### src/rtl/bpsk_symbol_modulator_if.sv
// Symbol handshake between the bit source and the BPSK modulator.
// A bit moves on any cycle where sym_valid and sym_ready are both high.
interface bpsk_symbol_modulator_if;
    logic sym_valid;
    logic sym_bit;
    logic sym_ready;

    modport master (output sym_valid, output sym_bit, input sym_ready);
    modport slave  (input sym_valid, input sym_bit, output sym_ready);
endinterface

### src/rtl/bpsk_symbol_modulator.sv
// BPSK/DBPSK carrier generator: one sine-LUT DAC sample per tick, 1 clk from accept to the first sample.
// sym_ready only in IDLE or on the last tick of a symbol, so consecutive symbols stay gapless.
module bpsk_symbol_modulator #(
    parameter int DATA_WIDTH        = 12,
    parameter int LUT_ADDR_WIDTH    = 5,
    parameter int CLK_DIV           = 1,
    parameter int CYCLES_PER_SYMBOL = 4,
    parameter int DIFFERENTIAL      = 0
) (
    input  logic                     clk,
    input  logic                     rst,
    input  logic                     en_i,
    bpsk_symbol_modulator_if.slave   sym_if,
    output logic [DATA_WIDTH-1:0]    dac_out_o,
    output logic                     sample_stb_o,
    output logic                     busy_o,
    output logic                     underrun_o
);
    localparam int  LUT_N = 1 << LUT_ADDR_WIDTH;
    localparam int  DIVW  = (CLK_DIV > 1) ? $clog2(CLK_DIV) : 1;
    localparam int  CYCW  = (CYCLES_PER_SYMBOL > 1) ? $clog2(CYCLES_PER_SYMBOL) : 1;
    localparam bit  DIFF  = (DIFFERENTIAL != 0);

    typedef logic [DATA_WIDTH-1:0] sample_t;
    localparam sample_t MID = sample_t'(1 << (DATA_WIDTH - 1));

    typedef enum logic [0:0] {IDLE, RUN} state_t;

    // lut[k] = round(mid + (mid-1) * sin(2*pi*k/N)); all values are positive so +0.5 then truncate rounds
    function automatic sample_t lut_val(input int k);
        real amp;
        real ph;
        amp = real'((1 << (DATA_WIDTH - 1)) - 1);
        ph  = 2.0 * 3.14159265358979323846 * real'(k) / real'(LUT_N);
        return sample_t'($rtoi(real'(1 << (DATA_WIDTH - 1)) + amp * $sin(ph) + 0.5));
    endfunction

    sample_t lut [LUT_N];
    for (genvar k = 0; k < LUT_N; k++) begin : g_lut
        assign lut[k] = lut_val(k);
    end

    state_t                    state_q, state_d;
    logic [DIVW-1:0]           div_q, div_d;
    logic [LUT_ADDR_WIDTH-1:0] addr_q, addr_d;
    logic [CYCW-1:0]           cyc_q, cyc_d;
    logic                      inv_q, inv_d;
    logic                      diff_q, diff_d;
    sample_t                   dac_q, dac_d;
    logic                      stb_q, stb_d;
    logic                      busy_q, busy_d;
    logic                      und_q, und_d;

    logic tick, eos, ready, xfer, new_diff, new_inv, load;

    assign tick     = (div_q == DIVW'(CLK_DIV - 1));
    assign eos      = (state_q == RUN) && tick && (addr_q == '1)
                      && (cyc_q == CYCW'(CYCLES_PER_SYMBOL - 1));
    assign ready    = en_i && ((state_q == IDLE) || eos);
    assign xfer     = sym_if.sym_valid && ready;
    assign new_diff = diff_q ^ sym_if.sym_bit;
    assign new_inv  = DIFF ? new_diff : ~sym_if.sym_bit;

    assign sym_if.sym_ready = ready;

    always_comb begin
        state_d = state_q;
        div_d   = div_q;
        addr_d  = addr_q;
        cyc_d   = cyc_q;
        inv_d   = inv_q;
        diff_d  = diff_q;
        dac_d   = dac_q;
        stb_d   = 1'b0;
        und_d   = 1'b0;
        load    = 1'b0;
        case (state_q)
            IDLE: begin
                dac_d = MID;
                if (xfer) begin
                    state_d = RUN;
                    inv_d   = new_inv;
                    diff_d  = DIFF ? new_diff : diff_q;
                    addr_d  = '0;
                    cyc_d   = '0;
                    div_d   = '0;
                    load    = 1'b1;
                end
            end
            RUN: begin
                if (!tick) begin
                    div_d = div_q + 1'b1;
                end else begin
                    div_d = '0;
                    if (eos) begin
                        if (xfer) begin
                            inv_d  = new_inv;
                            diff_d = DIFF ? new_diff : diff_q;
                            addr_d = '0;
                            cyc_d  = '0;
                            load   = 1'b1;
                        end else begin
                            state_d = IDLE;
                            dac_d   = MID;
                            und_d   = en_i;
                        end
                    end else begin
                        addr_d = addr_q + 1'b1;
                        if (addr_q == '1) begin
                            cyc_d = cyc_q + 1'b1;
                        end
                        load = 1'b1;
                    end
                end
            end
            default: state_d = IDLE;
        endcase
        // Inverting offset-binary is a bitwise complement: (2^DW-1) - x
        if (load) begin
            dac_d = lut[addr_d] ^ {DATA_WIDTH{inv_d}};
            stb_d = 1'b1;
        end
        busy_d = (state_d == RUN);
    end

    always_ff @(posedge clk) begin
        if (rst) begin
            state_q <= IDLE;
            div_q   <= '0;
            addr_q  <= '0;
            cyc_q   <= '0;
            inv_q   <= 1'b0;
            diff_q  <= 1'b0;
            dac_q   <= MID;
            stb_q   <= 1'b0;
            busy_q  <= 1'b0;
            und_q   <= 1'b0;
        end else begin
            state_q <= state_d;
            div_q   <= div_d;
            addr_q  <= addr_d;
            cyc_q   <= cyc_d;
            inv_q   <= inv_d;
            diff_q  <= diff_d;
            dac_q   <= dac_d;
            stb_q   <= stb_d;
            busy_q  <= busy_d;
            und_q   <= und_d;
        end
    end

    assign dac_out_o    = dac_q;
    assign sample_stb_o = stb_q;
    assign busy_o       = busy_q;
    assign underrun_o   = und_q;
endmodule

### src/flat_wrapper.sv
// flat-port wrapper written by rule: the top's interface ports become plain ports
module bpsk_symbol_modulator_flat 
#(
    parameter int DATA_WIDTH        = 12,
    parameter int LUT_ADDR_WIDTH    = 5,
    parameter int CLK_DIV           = 1,
    parameter int CYCLES_PER_SYMBOL = 4,
    parameter int DIFFERENTIAL      = 0
)
  (clk, rst, en_i, dac_out_o, sample_stb_o, busy_o, underrun_o, sym_if_sym_valid, sym_if_sym_bit, sym_if_sym_ready);
  bpsk_symbol_modulator_if sym_if_i ();
  input  logic clk;
  input  logic rst;
  input  logic en_i;
  output logic [DATA_WIDTH-1:0] dac_out_o;
  output logic sample_stb_o;
  output logic busy_o;
  output logic underrun_o;
  input wire logic [$bits(sym_if_i.sym_valid)-1:0] sym_if_sym_valid;
  input wire logic [$bits(sym_if_i.sym_bit)-1:0] sym_if_sym_bit;
  output wire logic [$bits(sym_if_i.sym_ready)-1:0] sym_if_sym_ready;
  assign sym_if_i.sym_valid = sym_if_sym_valid;
  assign sym_if_i.sym_bit = sym_if_sym_bit;
  assign sym_if_sym_ready = sym_if_i.sym_ready;
  bpsk_symbol_modulator #(.DATA_WIDTH(DATA_WIDTH), .LUT_ADDR_WIDTH(LUT_ADDR_WIDTH), .CLK_DIV(CLK_DIV), .CYCLES_PER_SYMBOL(CYCLES_PER_SYMBOL), .DIFFERENTIAL(DIFFERENTIAL)) u_core (.clk(clk), .rst(rst), .en_i(en_i), .sym_if(sym_if_i), .dac_out_o(dac_out_o), .sample_stb_o(sample_stb_o), .busy_o(busy_o), .underrun_o(underrun_o));
endmodule
### config.mk
export PLATFORM = sky130hd
export DESIGN_NAME = bpsk_symbol_modulator_flat
export DESIGN_NICKNAME = d
export VERILOG_FILES = /design/src/rtl/bpsk_symbol_modulator_if.sv /design/src/rtl/bpsk_symbol_modulator.sv /design/src/flat_wrapper.sv
export SDC_FILE = /design/constraint.sdc
export NUM_CORES = 1
export LEC_CHECK = 0
export BUFFER_PORTS_ARGS = -buffer_cell sky130_fd_sc_hd__buf_2
export CELL_PAD_IN_SITES_DETAIL_PLACEMENT = 1
export CELL_PAD_IN_SITES_GLOBAL_PLACEMENT = 2
export CORE_ASPECT_RATIO = 2
export CORE_MARGIN = 2
export CORE_UTILIZATION = 31
export DETAILED_ROUTE_END_ITERATION = 7
export GPL_TIMING_DRIVEN = 0
export HOLD_SLACK_MARGIN = 0.05
export PLACE_DENSITY = 0.74
export RECOVER_POWER = 100
export SLEW_MARGIN = 25
export SYNTH_ARGS = -nofsm -noshare
export SYNTH_HDL_FRONTEND = slang
export SYNTH_SLANG_ARGS = --single-unit
### constraint.sdc
create_clock -name clk -period 3.3 [get_ports clk]
set_clock_uncertainty 0.2 [all_clocks]
set_input_delay 0.495 -clock clk [delete_from_list [all_inputs] [get_ports clk]]
set_output_delay 0.495 -clock clk [all_outputs]
set_load 0.01 [all_outputs]
==> results_dict.tcl <==
set metrics [dict create \
    status "completed" \
    core_region_area_sq_um 6010 \
    fmax_ghz 0.315 \
    cts_root_buf "sky130_fd_sc_hd__clkbuf_16" \
    worst_r2r_path_depth 15 \
    num_rows 40 \
    yosysSeqAreaShare_pct 23.0 \
    clock_insertion_delay_worst_skew_ns 0.26 \
    synth_area_sq_um 1920 \
    cts_inserted_buffers 3 \
    timing.critical_path.from_type "flip-flop" \
    gp_congestion 0.878 \
    type_of_element_capturing_the_critical_path "flip-flop" \
    nNetsFinal 313 \
    setup.reg_to_reg.worst_slack_ns 0.13 \
    totalWireLength_microns 7240 \
    final_core_util_pct 41.9 \
    worst_r2r_endpoint "u_core.dac_out_o[4]" \
    avgViaCountPerCell 5.83 \
    cp.arrival_ns 3.16 \
    final.setup.tns_ns 0 \
    power-per-cell-area_nw_per_um2 310 \
    grt-ovfl-total 0 \
    max_cap_viol_count 0 \
    port_buffers 20 \
    grt_util_all_layers_pct 22.4 \
    start_util_pct 31.9 \
    final_layout_size_suffix_gt1_share_pct 24.8 \
    critical_path_class "reg2reg" \
    detail_route.first_pass.iterations 4 \
    fillCellCount 752 \
    finalHoldViolations 0 \
    timing.critical_path.slowest_stage_cell "sky130_fd_sc_hd__ha_4" \
    most_common_cell_in_the_netlist "sky130_fd_sc_hd__nand2_1" \
    cell_type_with_the_largest_total_area_after_synthesis "sky130_fd_sc_hd__dfxtp_1" \
    synth.top_cells.by_area "sky130_fd_sc_hd__dfxtp_1 23%, sky130_fd_sc_hd__ha_1 8.5%, sky130_fd_sc_hd__mux2i_1 8.4%, sky130_fd_sc_hd__a21oi_1 5.7%, sky130_fd_sc_hd__o21ai_0 5.5%" \
    clock_tree_from_tritoncts "done" \
    antenna_violations_before_repair 0 \
    grt_pass1_wl_microns 11500 \
    timing.final.max_slew_violations 0 \
    hold_path_depth 2 \
    max-slew-margin-rel_pct 61.1 \
    crit_buf_inv 2 \
    drt_drc_violations_left 0 \
    yosysWarningCount 0 \
    ant_nets 0 \
    min-delay-start "sym_if_sym_valid" \
    async_s_r_ff_share_synth_pct 0 \
    via_count_of_the_first_global_routing_pass 2190 \
    num_antenna_cells 0 \
    clock_sinks 22 \
    grt_start_max_net_pins 14 \
    dominantRegCellSynth "sky130_fd_sc_hd__dfxtp_1" \
    leakage_power_figure_nw 1.03 \
    max_stage_delay_ns 0.31 \
    htree_num_levels 1 \
    timing.hold.ws_ns 0.218 \
    routedWlPerCell_microns 20.3 \
    design_power_total_mw 0.779 \
    critical_path_required_ns 3.29 \
    syn_inst 253 \
    fp.dieH_microns 115 \
    worst-path-max-fanout 10 \
    detailedPlacementHpwl_microns 5290 \
    detailedPlace.worstSlack_ns -0.885 \
    r2r-start "u_core.addr_q[2]" \
    timing.final.ws_setup_ns 0.130 \
    cts.path.max_buffers 2 \
    synth_seq_cells 22 \
    report.final.setup_viol 0 \
    synth.cells.most_frequent "24 x sky130_fd_sc_hd__nand2_1, 22 x sky130_fd_sc_hd__a21oi_1, 22 x sky130_fd_sc_hd__dfxtp_1" \
    min_period_over_period_pct 96.1 \
    min_period_ns 3.17 \
    cell_variety_after_synth 51 \
    die_width_microns 59.6 \
    path_cells "buf_2 -> buf_8 -> and3_4 -> ha_4 -> a21boi_4 -> nor2_4 -> a21o_4 -> ha_4 -> nand2_2 -> o211ai_1 -> a21oi_2 -> a221oi_2 -> a22oi_1 -> o22ai_1 -> mux2i_1" \
    clk_transition_reported_paths_ns 0.06 \
    synth-edff-count 0 \
    syn_to_final_growth_pct 31.4 \
    syn_nets 271 \
    worst_hold_path_type "in2reg" \
    timing_worst_slew_pin_value_ns 0.583 \
    ios 21 \
    cell_mode_on_critical_path "sky130_fd_sc_hd__ha_4" \
    yosys.area.top_type_share_pct 23.0 \
    synth_area_per_cell_sq_um 7.57 \
    cts_hold_buf 0 \
    die_area_sq_um 6860 \
    worstHoldEndpoint "u_core.underrun_o" \
    drt_initial_violations 58 \
    crit_path_leading_delay_family "compound AO/OA/AOI/OAI gates" \
    route.vias.total 2081 \
    power.ir.vdd_worst_mv 0.240 \
]
[final cells by class]
| type | instances | area, sq um | area share, % |
|---|---|---|---|
| Inverter | 9 | 42.5 | 1.69 |
| Multi-Input combinational cell | 200 | 1480 | 58.8 |
| Sequential cell | 22 | 452 | 17.9 |
| Tap cell | 63 | 78.8 | 3.13 |
| Timing Repair Buffer | 41 | 265 | 10.5 |
| Buffer | 18 | 110 | 4.37 |
| Clock buffer | 4 | 88.8 | 3.53 |
[state kept, by name, summed over array words and instances (netlist names)]
name,count
u_core.addr_q,5
u_core.state_q,1
u_core.cyc_q,2
u_core.inv_q,1
u_core.underrun_o,1
u_core.dac_out_o,12
[power breakdown]
| group | switching, mW | internal, mW | total, mW |
|---|---|---|---|
| Combinational | 0.116 | 0.0909 | 0.207 |
| Sequential | 0.00579 | 0.275 | 0.280 |
| Clock | 0.106 | 0.185 | 0.292 |
| Total | 0.229 | 0.551 | 0.779 |
[logic make-up after synthesis]
group,after synthesis,share of synthesized area (%)
compound gates,90,31.0
simple gates,75,18.8
buf+inv,31,7.45
flops,22,23.0
mux,17,8.95
fa+ha+maj,13,8.49
xor+xnor,5,2.29
[worst register-to-register path, stage by stage (launching register included)]
cell and delay, ns:
sky130_fd_sc_hd__dfxtp_1 0.29, sky130_fd_sc_hd__buf_2 0.17, sky130_fd_sc_hd__buf_8 0.16, sky130_fd_sc_hd__and3_4 0.15
sky130_fd_sc_hd__ha_4 0.17, sky130_fd_sc_hd__a21boi_4 0.29, sky130_fd_sc_hd__nor2_4 0.06, sky130_fd_sc_hd__a21o_4 0.27
sky130_fd_sc_hd__ha_4 0.32, sky130_fd_sc_hd__nand2_2 0.05, sky130_fd_sc_hd__o211ai_1 0.11, sky130_fd_sc_hd__a21oi_2 0.09
sky130_fd_sc_hd__a221oi_2 0.28, sky130_fd_sc_hd__a22oi_1 0.14, sky130_fd_sc_hd__o22ai_1 0.17, sky130_fd_sc_hd__mux2i_1 0.19
[layout by cell type, fill, tap and decap left out, drive strengths merged, types with 2 or more instances in the layout]
cell    count
o211ai      6
nor2       18
nand3       5
dfxtp      22
nor3b       2
buf        35
nand2b      4
clkbuf     28
a221oi      2
and3        5
o21ai      23
inv         7
a211o       3
xnor2       4
ha         13
mux2i      16
and2        2
a22oi       5
o22ai       5
nor3        9
o221ai      4
a31oi       4
a21o        3
nand2      24
a21boi      3
a211oi      4
a21oi      23
[worst max-delay path by stage]
| stage | from | end | slack, ns | cells past startpoint |
|---|---|---|---|---|
| 6_report | u_core.addr_q[2] | u_core.dac_out_o[4] | 0.13 | 15 |
| 5_1_grt | u_core.addr_q[2] | u_core.dac_out_o[5] | -0.02 | 15 |
| 4_1_cts | u_core.addr_q[0] | u_core.dac_out_o[5] | -0.07 | 16 |
| 3_5_place_dp | u_core.addr_q[3] | u_core.dac_out_o[9] | -0.88 | 14 |
| 3_3_place_gp | u_core.addr_q[3] | u_core.dac_out_o[9] | -0.85 | 14 |
| 2_1_floorplan | u_core.addr_q[1] | u_core.dac_out_o[5] | 0.001 | 16 |
[per-stage QoR]
stage,cells,instance area (sq um)
after floorplan,253,1940
after global placement,336,2120
after detailed placement,336,2120
after CTS,352,2450
after global routing,357,2520
final,357,2520
[routing by layer]
metal / up-vias / track usage, % / routed length (microns)
met5: - / 0 / 0
met4: 0 / 12.1 / 366
met3: 18 / 2.25 / 132
met2: 41 / 43.0 / 4130
met1: 1019 / 22.0 / 2610
li1: 1003 / - / -
[what timing repair did]
item,CTS,global route
pin swaps,7,12
endpoints found under the setup margin,12,9
resized for setup,29,14
setup buffers,14,7
No activity file was read; power rests on OpenSTA's default activity.
